===== config.mk =====
export PLATFORM = sky130hd
export DESIGN_NAME = vram_scan_arbiter
export DESIGN_NICKNAME = d
export VERILOG_FILES = /design/src/rtl/vram_scan_arbiter.sv
export SDC_FILE = /design/constraint.sdc
export NUM_CORES = 1
export LEC_CHECK = 0
export BUFFER_PORTS_ARGS = -buffer_cell sky130_fd_sc_hd__buf_2
export CORE_ASPECT_RATIO = 1.4
export CORE_MARGIN = 10
export CORE_UTILIZATION = 46
export CTS_BUF_LIST = sky130_fd_sc_hd__clkbuf_8
export CTS_CLUSTER_SIZE = 14
export DETAILED_ROUTE_END_ITERATION = 8
export PLACE_DENSITY_LB_ADDON = 0.1
export SKIP_LAST_GASP = 1
export SYNTH_ARGS = -nofsm -noshare
export SYNTH_HDL_FRONTEND = slang
export SYNTH_SLANG_ARGS = --single-unit
export TNS_END_PERCENT = 1

===== constraint.sdc =====
create_clock -name clk -period 6.1 [get_ports clk]
set_clock_uncertainty 0.2 [all_clocks]
set_input_delay 0.305 -clock clk [delete_from_list [all_inputs] [get_ports clk]]
set_output_delay 0.305 -clock clk [all_outputs]
set_load 0.01 [all_outputs]

===== src/rtl/vram_scan_arbiter.sv =====
// Shares one single-port frame-buffer RAM between VGA scan-out and a host req/ack port.
// Video fetches always win the RAM cycle; host transactions retry on the next free clock.
module vram_scan_arbiter #(
  parameter int         CANVAS_W   = 28,
  parameter int         CANVAS_H   = 28,
  parameter int         SCALE_LOG2 = 4,
  parameter int         X0         = 96,
  parameter int         Y0         = 16,
  parameter int         AW         = 10,
  parameter logic [7:0] BG_COLOR   = 8'h49
) (
  input  logic          clk,
  input  logic          reset,
  input  logic          p_tick,
  input  logic          video_on,
  input  logic [9:0]    x,
  input  logic [9:0]    y,
  output logic [7:0]    rgb,
  input  logic          host_req,
  input  logic          host_we,
  input  logic [AW-1:0] host_addr,
  input  logic [7:0]    host_wdata,
  output logic          host_ack,
  output logic [7:0]    host_rdata,
  output logic [AW-1:0] ram_addr,
  output logic          ram_we,
  output logic [7:0]    ram_wdata,
  input  logic [7:0]    ram_rdata
);

  localparam logic [9:0] CV_W_PX = 10'(CANVAS_W << SCALE_LOG2);
  localparam logic [9:0] CV_H_PX = 10'(CANVAS_H << SCALE_LOG2);

  typedef enum logic [2:0] {IDLE, HWR, HRD, HRD_CAP, ACK} state_t;

  state_t        state_q, state_d;
  logic [9:0]    dx, dy, cellX, cellY;
  logic          inCv, videoFetch, grant, capture;
  logic [AW-1:0] vaddr, addr_q;
  logic [7:0]    wdata_q, rdata_q, rgb_q, rgb_d;
  logic          tick_q, hit_q, vis_q;

  // Unsigned subtraction makes coordinates left of / above the canvas wrap to large values.
  assign dx         = x - 10'(X0);
  assign dy         = y - 10'(Y0);
  assign cellX      = dx >> SCALE_LOG2;
  assign cellY      = dy >> SCALE_LOG2;
  assign inCv       = (dx < CV_W_PX) && (dy < CV_H_PX);
  assign vaddr      = AW'(32'(cellY) * CANVAS_W + 32'(cellX));
  assign videoFetch = p_tick & video_on & inCv;

  always_comb begin
    rgb_d = rgb_q;
    if (tick_q) begin
      if (hit_q)      rgb_d = ram_rdata;
      else if (vis_q) rgb_d = BG_COLOR;
      else            rgb_d = 8'h00;
    end
  end

  always_comb begin
    state_d   = state_q;
    grant     = 1'b0;
    capture   = 1'b0;
    ram_addr  = '0;
    ram_we    = 1'b0;
    ram_wdata = 8'h00;
    if (videoFetch) ram_addr = vaddr;
    case (state_q)
      IDLE: begin
        if (host_req && !videoFetch) begin
          grant   = 1'b1;
          state_d = host_we ? HWR : HRD;
        end
      end
      HWR: begin
        if (!videoFetch) begin
          ram_addr  = addr_q;
          ram_we    = 1'b1;
          ram_wdata = wdata_q;
          state_d   = ACK;
        end
      end
      HRD: begin
        if (!videoFetch) begin
          ram_addr = addr_q;
          state_d  = HRD_CAP;
        end
      end
      HRD_CAP: begin
        capture = 1'b1;
        state_d = ACK;
      end
      ACK:     state_d = IDLE;
      default: state_d = IDLE;
    endcase
  end

  // Reset abandons any host transaction in flight, so no ack is ever issued for it.
  always_ff @(posedge clk or posedge reset) begin
    if (reset) begin
      state_q <= IDLE;
      addr_q  <= '0;
      wdata_q <= 8'h00;
      rdata_q <= 8'h00;
      rgb_q   <= 8'h00;
      tick_q  <= 1'b0;
      hit_q   <= 1'b0;
      vis_q   <= 1'b0;
    end else begin
      state_q <= state_d;
      tick_q  <= p_tick;
      hit_q   <= videoFetch;
      vis_q   <= video_on;
      rgb_q   <= rgb_d;
      if (grant) begin
        addr_q  <= host_addr;
        wdata_q <= host_wdata;
      end
      if (capture) rdata_q <= ram_rdata;
    end
  end

  assign rgb        = rgb_q;
  assign host_rdata = rdata_q;
  assign host_ack   = (state_q == ACK);

endmodule


Word-level counts from Yosys, hierarchy flattened
Index checks and enable logic that the tools add are counted.
{"block": "word_totals", "word_cells": 46, "output_inout_bits": 36, "input_bits": 52, "reg_bits": 40}
{"block": "op_classes", "add_sub_neg": 3, "bitwise": 2, "mux": 17, "n_reduce_logical": 6, "eq_ne": 7, "magnitude_cmp": 2, "multipliers": 1}
{"operator": "10-bit two-way mux", "count": 3}
{"operator": "8-bit two-way mux", "count": 3}
{"operator": "10-bit by 9-bit less-than comparator with 1-bit output, second input constant", "count": 2}
{"operator": "3-bit one-hot mux with 4 select lines", "count": 1}
{"operator": "10-bit by 6-bit adder with 10-bit output", "count": 1}
{"operator": "10-bit by 5-bit subtractor with 10-bit output, second input constant", "count": 1}
{"operator": "10-bit by 7-bit subtractor with 10-bit output, second input constant", "count": 1}
{"operator": "3-bit two-way mux", "count": 3}
{"operator": "6-bit by 3-bit multiplier with 8-bit output, second input constant", "count": 1}
{"operator": "7-bit two-way mux", "count": 1}
{"operator": "3-bit by 2-bit equality test with 1-bit output, second input constant", "count": 2}
{"operator": "2-bit != test, second input constant", "count": 3}
{"operator": "1-bit two-way mux", "count": 5}
{"operator": "3-bit by 1-bit equality test with 1-bit output, second input constant", "count": 1}
{"operator": "3-bit equality test, second input constant", "count": 1}
{"operator": "3-bit logical NOT", "count": 1}
{"operator": "3-bit AND reduction", "count": 1}
{"operator": "1-bit bitwise AND", "count": 2}
{"operator": "1-bit logical AND", "count": 2}
{"operator": "2-bit two-way mux", "count": 1}
{"operator": "2-bit OR reduction", "count": 1}
{"operator": "1-bit logical NOT", "count": 1}

Depth between registers and ports, before layout
{"block": "logic_depth", "depth_word": 8, "mapped_depth": 14}

Worst setup path after synthesis
Ideal clock, no wire load.
{"block": "synth_timing", "path_kind": "in2out", "startpoint": "input port y[5]", "endpoint": "output port ram_addr[9]", "setup_slack_ns": 2.516, "path_buffers": 0, "arrival_ns": 3.079, "path_stages": 13, "path_cell_list": "inv_1 -> ha_1 -> a21boi_2 -> xnor2_1 -> fa_1 -> inv_1 -> fa_1 -> ha_1 -> a21oi_1 -> a21o_1 -> nor3_1 -> xnor2_1 -> o21ai_1"}
{"block": "synth_between", "elab_chain_len": 7, "word_cells_on_any_way": 9, "classes_between": "add/sub: 2; mul: 1; order compare: 1; mux: 3; bitwise: 1; reduce/logical: 1"}
{"element": "from (decl)", "line": "17", "rtl": "input logic [9:0] y,"}
{"element": "10-bit by 5-bit subtractor with 10-bit output *", "line": "45", "rtl": "assign dy = y - 10'(Y0);"}
{"element": "branches (longest 5 deep; another with 10-bit by 6-bit adder with 10-bit output)"}
{"element": "10-bit two-way mux *"}
{"element": "to (decl)", "line": "25", "rtl": "output logic [AW-1:0] ram_addr,"}
Every way passes the cells marked *.

Worst setup path after layout
{"block": "layout_timing", "startpoint": "input port y[6]", "endpoint": "output port ram_addr[9]"}
Same word-level chain as after synthesis.

==> results.sh <==
export IMPL_antenna_found_initial=0
export IMPL_grt_first_pass_wirelength_um=9350
export IMPL_cts_sinks=40
export IMPL_ys_seq_elements=40
export IMPL_post_place_ws_ps=2070
export IMPL_critPathKind="input port to output port"
export IMPL_layout_nets=393
export IMPL_cp_end_kind="output port"
export IMPL_grt_pass1_vias=2019
export IMPL_drv_cap=0
export IMPL_use_met2_pct=21.8
export IMPL_utilization_pct=57.6
export IMPL_worstMarginPinSlew_ps=1060
export IMPL_drt_pass1_iterations=4
export IMPL_r2r_start="state_q[0]$_DFFE_PP0P_"
export IMPL_cts_hold_buf=3
export IMPL_fp_dieH_um=108
export IMPL_clk_latency_ps=290
export IMPL_period_share_pct=65.8
export IMPL_fp_dieW_um=83.0
export IMPL_n_antenna_cell=0
export IMPL_ant_nets=0
export IMPL_die_area_um2=8980
export IMPL_r2r_cells=3
export IMPL_drtIter0Drc=70
export IMPL_clockBufferDepth=2
export IMPL_synthTopCellsByArea="dfrtp_1 (39%), ha_1 (7.8%), mux2_4 (5.9%)"
export IMPL_grt_busiest_layer="met2"
export IMPL_drc_errors=0
export IMPL_whs_path_depth=2
export IMPL_avgRoutedWirePerCell_um=14.4
export IMPL_arrival_ps=3510
export IMPL_period_needed_ps=4010
export IMPL_dpl_cell_area_um2=3000
export IMPL_clock_fmax_mhz=249
export IMPL_clkTransAtPathRegs_ps=80
export IMPL_hold_violations=0
export IMPL_dp_hpwl_um=4430
export IMPL_htree_levels=2
export IMPL_outcome="completed"
export IMPL_syn2layout_area_growth_pct=22.7
export IMPL_yosysUniqueCellTypes=37
export IMPL_yosysWarnings=0
export IMPL_routed_via_density=4.91
export IMPL_power_per_cell_area_nw_per_um2=406
export IMPL_synth_nets=311
export IMPL_portBuffers=79
export IMPL_use_met1_pct=13.5
export IMPL_yosysSeqAreaShare_pct=39.2
export IMPL_core_rowCount=32
export IMPL_power_leakage_nw=1.61
export IMPL_slew_viol_final=0
export IMPL_drive_above_1_share_pct=36.6
export IMPL_grt_start_max_net_pins=41
export IMPL_grt_overflow_total=0
export IMPL_syn_cell_area_um2=2550
export IMPL_met3_usage_pct=4.97
export IMPL_gp_congestion=0.790
export IMPL_path_max_fanout=4
export IMPL_cts_tree="yes"
export IMPL_coreArea_um2=5450
export IMPL_synth_top_area_share_pct=39.2
export IMPL_grt_use_total_pct=12.5
export IMPL_hold_class="input port to flip-flop"
export IMPL_critPathRequiredTime_ps=5590
export IMPL_cts_repair_resized=0
export IMPL_stdcell_area_um2=3140
export IMPL_rsz0062_at_grt="no"
export IMPL_syn_avg_cell_area_um2=10.7
export IMPL_post_cts_buffers=0
export IMPL_ir_drop_uv=251
export IMPL_finalSetupViolations=0
export IMPL_syn_inst=239
export IMPL_yosys_area_top_type="dfrtp_1"
export IMPL_min_from="host_addr[7]"
export IMPL_clock_root_buffer="clkbuf_8"
export IMPL_initial_utilization_pct=46.9
export IMPL_critPathLaunchType="input port"
export IMPL_fin_setup_tns_ps=0
export IMPL_routed_wl_um=5620
export IMPL_layout_setup_ws_ps=2090
export IMPL_startpoint="y[6]"
export IMPL_relSlewSlack_pct=29.4
export IMPL_ios=88
export IMPL_vias=1916
export IMPL_cts_inserted_buffers=5
==> sequential cells by signal (all words and copies together) (netlist names) <==
register / cells
wdata_q: 8
tick_q: 1
addr_q: 10
state_q: 3
hit_q: 1
rgb: 8
vis_q: 1
host_rdata: 8
==> cell families (layout without fill, tap and decap cells) <==
group / Yosys count / after routing / synth area share [%]
flip-flops: 40 / 40 / 39.2
AO/OA/AOI/OAI: 43 / 43 / 10.9
XOR/XNOR: 22 / 22 / 8.82
multiplexers: 27 / 27 / 13.3
buffers and inverters: 33 / 116 / 5.44
adder cells (fa/ha/maj): 20 / 20 / 11.0
AND/OR/NAND/NOR: 54 / 54 / 11.4
==> cells in the final DEF (no fill, tap or decap), types with 11 or more instances in the layout <==
cell / instances
buf_2: 79
dfrtp_1: 40
inv_1: 26
o21ai_0: 13
xnor2_1: 11
ha_1: 16
nand3_1: 16
mux2_2: 13
a21oi_1: 15
==> where the power goes <==
| group | switching (mW) | internal [mW] | leakage (nW) |
|---|---|---|---|
| Sequential | 0.0638 | 0.368 | 0.483 |
| Clock | 0.0917 | 0.120 | 0.0593 |
| Combinational | 0.310 | 0.318 | 1.06 |
==> per-layer routing <==
metal	wire, µm	vias to the layer above
met3	409	5
met4	67	0
met1	2230	892
met2	2920	48
met5	0	-
li1	-	971
==> synth_stat cells (all sizes together) <==
master,number
a41oi,1
nand2b,1
inv,25
xnor3,1
a21o,5
nor2b,1
xnor2,11
ha,16
nor3b,2
nor3,5
and3,1
nor2,10
clkbuf,6
o2111ai,1
nand3,16
xor2,10
a21boi,1
nand2,6
mux2,26
buf,2
a21oi,15
fa,4
a22oi,1
o21ai,17
dfrtp,40
o21bai,1
mux2i,1
a31oi,1
and2,9
nand3b,2
or3b,1
==> critical path, cell delays in order <==
cell      delay (ps)
buf_2            130
inv_1             70
ha_1             170
a21boi_2         190
xnor2_1          420
fa_1             490
inv_1            120
fa_1             400
ha_1             350
a21oi_1           80
a21o_1           200
nor3_1           180
xnor2_1          170
o21ai_1           80
buf_2            160
==> through the flow <==
stage               std cells  power (mW)  hold slack (ps)
floorplan                 239       0.888              136
global placement          379        1.06              228
finish                    390        1.27             31.4
CTS                       390        1.29             27.0
global route              390        1.38             28.2
detailed placement        379        1.08              236
==> final timing paths <==
check	to	slack, ps
max in group asynchronous	rgb[4]$_DFFE_PP0P_	4870
min in group asynchronous	wdata_q[0]$_DFFE_PP0P_	480
max reg2reg	addr_q[1]$_DFFE_PP0P_	3830
min	addr_q[7]$_DFFE_PP0P_	30
min reg2reg	addr_q[7]$_DFFE_PP0P_	290
max	ram_addr[9]	2090
==> area by class of cell <==
cell class	instances	area (µm²)
timing repair buffer	83	433
fill	523	2310
inverter	25	93.8
tap	68	85.1
multi-input combinational	166	1420
sequential	40	1000
clock inverter	3	38.8
clock buffer	5	68.8
No activity file was read; power rests on OpenSTA's default activity.
